File: src/rtl/keypad_number_entry.sv
// Builds a decimal entry from keypad digit strobes and, on ENTER, converts it to
// binary with one multiply-by-ten-and-add step per digit, most significant first.
module keypad_number_entry #(
    parameter int NUM_DIGITS = 3,
    parameter int OUT_W      = 10
) (
    input  logic                             clk,
    input  logic                             rst,
    input  logic [3:0]                       key_value,
    input  logic                             key_valid,
    output logic [4*NUM_DIGITS-1:0]          digits_bcd,
    output logic [$clog2(NUM_DIGITS+1)-1:0]  digit_count,
    output logic                             busy,
    output logic [OUT_W-1:0]                 number_out,
    output logic                             number_valid,
    output logic                             entry_err
);

    localparam int CW = $clog2(NUM_DIGITS + 1);
    localparam int BW = 4 * NUM_DIGITS;
    localparam logic [CW-1:0] MAX_CNT = CW'(NUM_DIGITS);

    localparam logic [3:0] KEY_ENTER = 4'hA;
    localparam logic [3:0] KEY_BACK  = 4'hB;
    localparam logic [3:0] KEY_CLEAR = 4'hC;

    // state   | meaning
    // IDLE    | accepting digits / edit keys
    // CONVERT | one multiply-accumulate per cycle, MSD first
    // DONE    | publish result, clear entry
    typedef enum logic [1:0] {
        IDLE    = 2'd0,
        CONVERT = 2'd1,
        DONE    = 2'd2
    } state_t;

    state_t           state;
    logic [OUT_W-1:0] acc;
    logic [CW-1:0]    idx;
    logic [3:0]       cur_digit;
    logic [OUT_W-1:0] acc_next;
    logic             key_is_digit;

    always_comb begin
        cur_digit = 4'd0;
        for (int i = 0; i < NUM_DIGITS; i++) begin
            if (idx == CW'(i)) begin
                cur_digit = digits_bcd[4*i +: 4];
            end
        end
    end

    assign acc_next     = (acc << 3) + (acc << 1) + OUT_W'(cur_digit);
    assign key_is_digit = (key_value <= 4'd9);

    always_ff @(posedge clk or posedge rst) begin
        if (rst) begin
            state        <= IDLE;
            acc          <= '0;
            idx          <= '0;
            digits_bcd   <= '0;
            digit_count  <= '0;
            busy         <= 1'b0;
            number_out   <= '0;
            number_valid <= 1'b0;
            entry_err    <= 1'b0;
        end else begin
            number_valid <= 1'b0;
            entry_err    <= 1'b0;
            case (state)
                IDLE: begin
                    busy <= 1'b0;
                    if (key_valid) begin
                        if (key_is_digit) begin
                            if (digit_count < MAX_CNT) begin
                                digits_bcd  <= (digits_bcd << 4) | BW'(key_value);
                                digit_count <= digit_count + CW'(1);
                            end else begin
                                entry_err <= 1'b1;
                            end
                        end else begin
                            case (key_value)
                                KEY_ENTER: begin
                                    if (digit_count == '0) begin
                                        entry_err <= 1'b1;
                                    end else begin
                                        acc   <= '0;
                                        idx   <= digit_count - CW'(1);
                                        busy  <= 1'b1;
                                        state <= CONVERT;
                                    end
                                end
                                KEY_BACK: begin
                                    if (digit_count != '0) begin
                                        digits_bcd  <= digits_bcd >> 4;
                                        digit_count <= digit_count - CW'(1);
                                    end
                                end
                                KEY_CLEAR: begin
                                    digits_bcd  <= '0;
                                    digit_count <= '0;
                                end
                                default: ;
                            endcase
                        end
                    end
                end
                CONVERT: begin
                    acc <= acc_next;
                    if (idx == '0) begin
                        state <= DONE;
                    end else begin
                        idx <= idx - CW'(1);
                    end
                end
                DONE: begin
                    // busy stays high through the commit cycle; IDLE drops it
                    number_out   <= acc;
                    number_valid <= 1'b1;
                    digits_bcd   <= '0;
                    digit_count  <= '0;
                    state        <= IDLE;
                end
                default: state <= IDLE;
            endcase
        end
    end

endmodule
File: config.mk
export PLATFORM = sky130hd
export DESIGN_NAME = keypad_number_entry
export DESIGN_NICKNAME = d
export VERILOG_FILES = /design/src/rtl/keypad_number_entry.sv
export SDC_FILE = /design/constraint.sdc
export NUM_CORES = 1
export LEC_CHECK = 0
export ABC_AREA = 1
export CAP_MARGIN = 0
export CORE_UTILIZATION = 50
export CTS_BUF_LIST = sky130_fd_sc_hd__clkbuf_8 sky130_fd_sc_hd__clkbuf_16
export DETAILED_ROUTE_END_ITERATION = 16
export PLACE_DENSITY = 0.74
export SKIP_CTS_REPAIR_TIMING = 1
export SYNTH_ARGS = -nofsm -noshare
export SYNTH_HDL_FRONTEND = slang
export SYNTH_SLANG_ARGS = --single-unit
export TNS_END_PERCENT = 5
File: constraint.sdc
create_clock -name clk -period 4.3 [get_ports clk]
set_input_delay 1.075 -clock clk [delete_from_list [all_inputs] [get_ports clk]]
set_output_delay 1.075 -clock clk [all_outputs]
set_load 0.02 [all_outputs]
# Word-level counts from Yosys, hierarchy flattened
# Index checks and enable logic that the tools add are counted.
# word_totals
ram_bits	0
regBits	41
elab_cells	86
input_bits	7
mem_bits_ro	0
latchBits	0
memories	0
output_inout_bits	27
# classes
shifts	0
div	0
magnitude_cmp	2
mul	0
n_mux	43
n_eq_ne	16
add_sub_neg	5
reduce_logical	10
bitwise	1
# op_table
cell	count
$mux W12	4
$pmux W12 S2	2
$mux W10	4
$mux W2	14
$pmux W10 S2	1
$pmux W2 S2	4
$reduce_and A5 Y1	3
$eq A4 B4 Y1 const B	3
$mux W4	3
$or A12 B4 Y12	1
$mux W1	11
$add A10 B10 Y10	1
$add A10 B4 Y10	1
$ne A2 B2 Y1 const B	5
$logic_not A2 Y1	3
$reduce_and A6 Y1	1
$reduce_bool A2 Y1	3
$eq A2 B1 Y1 const B	2
$eq A2 B2 Y1 const B	2
$le A4 B4 Y1 const B	1
$ne A4 B2 Y1 const B	1
$ne A4 B4 Y1 const B	1
$sub A2 B1 Y2 const B	2
$ne A3 B3 Y1 const B	1
other kinds (3)	3

# Longest topological paths before layout
# logic_depth
word_depth	6
ltp_mapped	17
mapped_depth_nobuf	17

# Least setup slack after synthesis
# OpenSTA, ideal clock, no wires.
# synth_path
path_type	flip-flop to flip-flop
start	reg idx[0]
end	reg acc[6]
setup_ps	65
arrival_ps	2421
slack_ps	1814
period_less_slack_ps	2486
required_time_ps	4235
n_path_buf	0
stages_incl_launch_ff	16
cell_sequence	dfrtp_1 -> inv_1 -> ha_1 -> inv_1 -> nor2_1 -> nand2_1 -> nand2_1 -> o21ai_0 -> fa_1 -> inv_1 -> fa_1 -> a21oi_1 -> nor2_1 -> nor2_1 -> nand2_1 -> nand2_1
# synth_between
elab_chain_cells	6
word_cells_on_any_way	8
# synth_lines
item	line	source
from (decl)	39	logic [CW-1:0] idx;
from (signal assigned)	88	idx <= digit_count - CW'(1);
from (signal assigned)	113	idx <= idx - CW'(1);
$logic_not A2 Y1	47	if (idx == CW'(i)) begin
$mux W4 (2 in a row)	47	
$mux W4 (*)	47	
$add A10 B4 Y10 (*)	53	assign acc_next = (acc << 3) + (acc << 1) + OUT_W'(cur_digit);
$pmux W10 S2 (*)	70	case (state)
to (signal assigned)	109	acc <= acc_next;
to (decl)	38	logic [OUT_W-1:0] acc;
# Mark *: on every way between the ends. The rest lies on a longest branch, timed or not.
# A chain may end at the register's enable or synchronous reset.

# Final worst setup path
# layout_path
start	reg idx[1]
end	reg acc[6]
# Same word-level chain as after synthesis.

==> key figures <==
Power
  • Total leakage power: 1.666 nW
  • Clk network pwr share: 0.126
  • Net switching power of the design: between 0.8 and 0.9 mW
  • Power per cell area: 647.8 nW/µm²
  • Peak VDD IR: 0.3645 mV
  • Logic pwr share: 0.524
  • Switching share of power: 0.4499
  • Sequential share of power: 0.350
  • Cell internal pwr: approximately 1.1 mW

Global route
  • Overall global routing resource usage: 0.2411
  • Antenna violations before repair: 0
  • First-pass GRT wire length: approximately 9800 µm
  • Leftover overflow at the end of global routing: 0
  • Largest net degree at the start of global routing: 42
  • Vias in the first global route: 2061

Timing
  • Hold violation total from the final report: 0
  • Shortest period the worst path allows: approximately 2.8 ns
  • Fmax: around 0.36 GHz
  • RSZ-0062 raised after global routing: false
  • Worst clock skew: 0.01047 ns
  • Ratio of final minimum period to clock period: 0.6533
  • Worst slew margin relative to its limit: 0.4878
  • Total Neg Setup Slack: 0 ns
  • Worst-Margin Slew: 0.7654 ns
  • Setup WS post-layout: ~1.5 ns
  • Final setup violating endpoints: 0
  • Count of pins over their slew limit: 0

Clock network
  • Clock Sink Count: 41
  • Buffer levels on the longest clock path: 2
  • Number of buffers created by CTS: 5
  • Level count of the clock H-tree: 2
  • Clk pin slew, worst setup/hold paths: 0.07 ns
  • Source-to-sink clock delay at the later pin of the worst-skew pair: ~0.30 ns
  • Master cell of the clock root buffer: sky130_fd_sc_hd__clkbuf_8
  • TritonCTS clock tree: yes

Worst setup path
  • Standard cell with the maximum stage delay on the critical path: sky130_fd_sc_hd__fa_1
  • Highest fanout seen on the critical path: 5
  • Start of the worst register-to-register path: idx[1]
  • Endpoint kind of the worst setup timing path: flip-flop
  • Startpoint type of the worst setup path: flip-flop
  • Cell repeated most along the worst path: sky130_fd_sc_hd__nand2_1
  • List of cells traversed by the critical path: inv_1, ha_1, nor2_1, nand2_1, nand2_1, o21ai_0, fa_1, inv_1, fa_1, a21oi_1, nor2_1, nor2_1, nand2_1, nand2_1
  • Type of the worst setup path: flip-flop to flip-flop
  • Crit path buffers/inverters: 2
  • Largest stage delay, worst path: 0.50 ns
  • Critical path required time: 4.53 ns
  • Arrival time at the worst endpoint: just over 3 ns
  • Kind of cell adding the most delay to the critical path: adder cells
  • R2R depth: 14
  • RR Endpoint: acc[6]
  • Worst reg2reg setup slack: 1.49 ns

Floorplan
  • Number of rows created at floorplan: 25
  • Starting Density: 0.5284
  • Placeable Area: 4786 µm²
  • Width of the chip: 73.12 µm
  • Die outline area: 5346 µm²
  • Top-Level Pins: 34
  • Height of the die: 73.12 µm

Route
  • DRC violations left: 0
  • Initial DRT Pass Iterations: 5
  • Routed length per instance: 12.84 µm
  • Avg Vias per Cell: 5.058
  • Final routed wirelength across all metal layers: 5725 µm
  • DR iter-0 viols: 113
  • Post-DRT Antenna Nets: 0
  • Via count: 2256

Hold path
  • Hold depth: 2
  • Hold Path Class: flip-flop to flip-flop
  • Min-delay src: number_out[3]
  • Endpoint of the worst hold path: number_out[3]

Yosys
  • Synthesized cell area: 2529 µm²
  • Fraction of the yosys area taken by sequential cells: 0.4057
  • Synthesis warning total: 0
  • Post-synthesis cell type with the largest combined area: sky130_fd_sc_hd__dfrtp_1
  • Synthesized netlist cell count: 341
  • Flip-flop and latch count after synthesis: 41
  • Cells taking the most area after synthesis: sky130_fd_sc_hd__dfrtp_1 41%, sky130_fd_sc_hd__nand2_1 21%, sky130_fd_sc_hd__ha_1 9.4%
  • Area share of the largest cell type after synthesis: 0.4057
  • Post-synth net total: 369
  • Synth Area per Inst: 7.415 µm²
  • Synth cell types: 24

Placement
  • Placed wire-length estimate: between 4000 and 5000 µm
  • Cell Count Post-Placement: 438
  • Pre-CTS setup slack: ~1.4 ns
  • Number of input and output port buffers inserted: 33
  • Routability congestion estimate from global placement: 0.8978

Layout
  • Growth of design area from synthesis to finish: 19.10%
  • Filler-free cell count of the finished design: 446
  • Number of nets in the layout: around 400
  • Antenna Diode Count: 0
  • Layout cells sized above 1: 0.07652

Job
  • Number of max-cap violations: 0

Status
  • Run status: complete, no violations
-- cell usage in the layout (no fill, tap or decap), drive strengths merged --
cell type        n
nand2          154
dfrtp           41
inv             39
clkdlybuf4s50   33
nor2            24
nand3           20
ha              19
o21ai           15
a21oi           12
nand4            5
clkbuf           5
clkinv           3
o211ai           2
fa               2
buf              2
nand3b           1
o21bai           1
a221oi           1
-- worst max-delay path by stage --
stage | depth (start not counted) | slack (ns) | to | startpoint
detailed placement | 8 | 1.40 | digits_bcd[1] | key_value[2]
CTS | 14 | 1.52 | acc[6] | idx[1]
finish | 14 | 1.49 | acc[6] | idx[1]
global placement | 8 | 1.43 | digits_bcd[2] | key_value[2]
global route | 14 | 1.22 | acc[6] | idx[1]
floorplan | 15 | 1.81 | acc[6] | idx[0]
-- power groups by stage --
| stage | Sequential, mW | Combinational, mW | Clock, mW |
|---|---|---|---|
| final | 0.684 | 1.02 | 0.245 |
| after global routing | 0.706 | 1.16 | 0.266 |
| after detailed placement | 0.688 | 1.02 | 0 |
| after floorplan | 0.780 | 0.555 | 0 |
| after global placement | 0.687 | 0.996 | 0 |
| after CTS | 0.682 | 1.02 | 0.252 |
-- layer usage --
layer	vias to the layer above	share of wire	track usage
met5	-	0	0
met4	0	0.010	0.06318
met3	6	0.053	0.04006
met2	75	0.45	0.3765
met1	1031	0.49	0.3469
li1	1144	-	-
-- sequential cells by signal, summed over array words and instances (netlist names) --
signal / count
digit_count: 2
state: 2
number_valid: 1
busy: 1
digits_bcd: 12
entry_err: 1
number_out: 10
acc: 10
idx: 2
-- stage by stage --
step | total power [mW] | utilization | cell area [µm²] | hold slack, ns
2_1_floorplan | 1.335 | - | 2529 | 0.4494
3_3_place_gp | 1.682 | 0.6120 | 2929 | 0.4553
3_5_place_dp | 1.707 | 0.6120 | 2929 | 0.4587
4_1_cts | 1.959 | 0.6293 | 3012 | 0.4782
5_1_grt | 2.135 | 0.6293 | 3012 | 0.5086
6_report | 1.951 | 0.6293 | 3012 | 0.4729
-- cell type report --
cell class              instances  area (µm²)
clock buffers                   5       68.82
clock inverters                 3       13.76
fillers                       451        1774
inverters                      39       146.4
multi-input cells             256        1328
flip-flops and latches         41        1026
well taps                      67       83.83
repair buffers                 35       345.3
-- cells in the mapped netlist (all sizes together) --
master and count:
inv 38, clkinv 1, o21ai 15, dfrtp 41, nand4 5, a221oi 1
ha 19, nor2 24, fa 2, nand2 154, nand3b 1, buf 3
nand3 20, clkbuf 2, o21bai 1, o211ai 2, a21oi 12
-- cell families (layout without fill, tap and decap cells) --
| kind of cell | after synthesis | in the layout | synth area share |
|---|---|---|---|
| DFF | 41 | 41 | 0.4057 |
| and+or+nand+nor | 204 | 204 | 0.3478 |
| buffers and inverters | 44 | 82 | 0.06927 |
| AOI/OAI and AO/OA | 31 | 31 | 0.06729 |
| adders and majority gates | 21 | 21 | 0.1098 |
-- tightest hold or removal path: stages, from the launching register on --
cell and delay, ns:
sky130_fd_sc_hd__dfrtp_1 0.35, sky130_fd_sc_hd__nand2_1 0.05, sky130_fd_sc_hd__nand2_1 0.04
No activity file was read; power rests on OpenSTA's default activity.
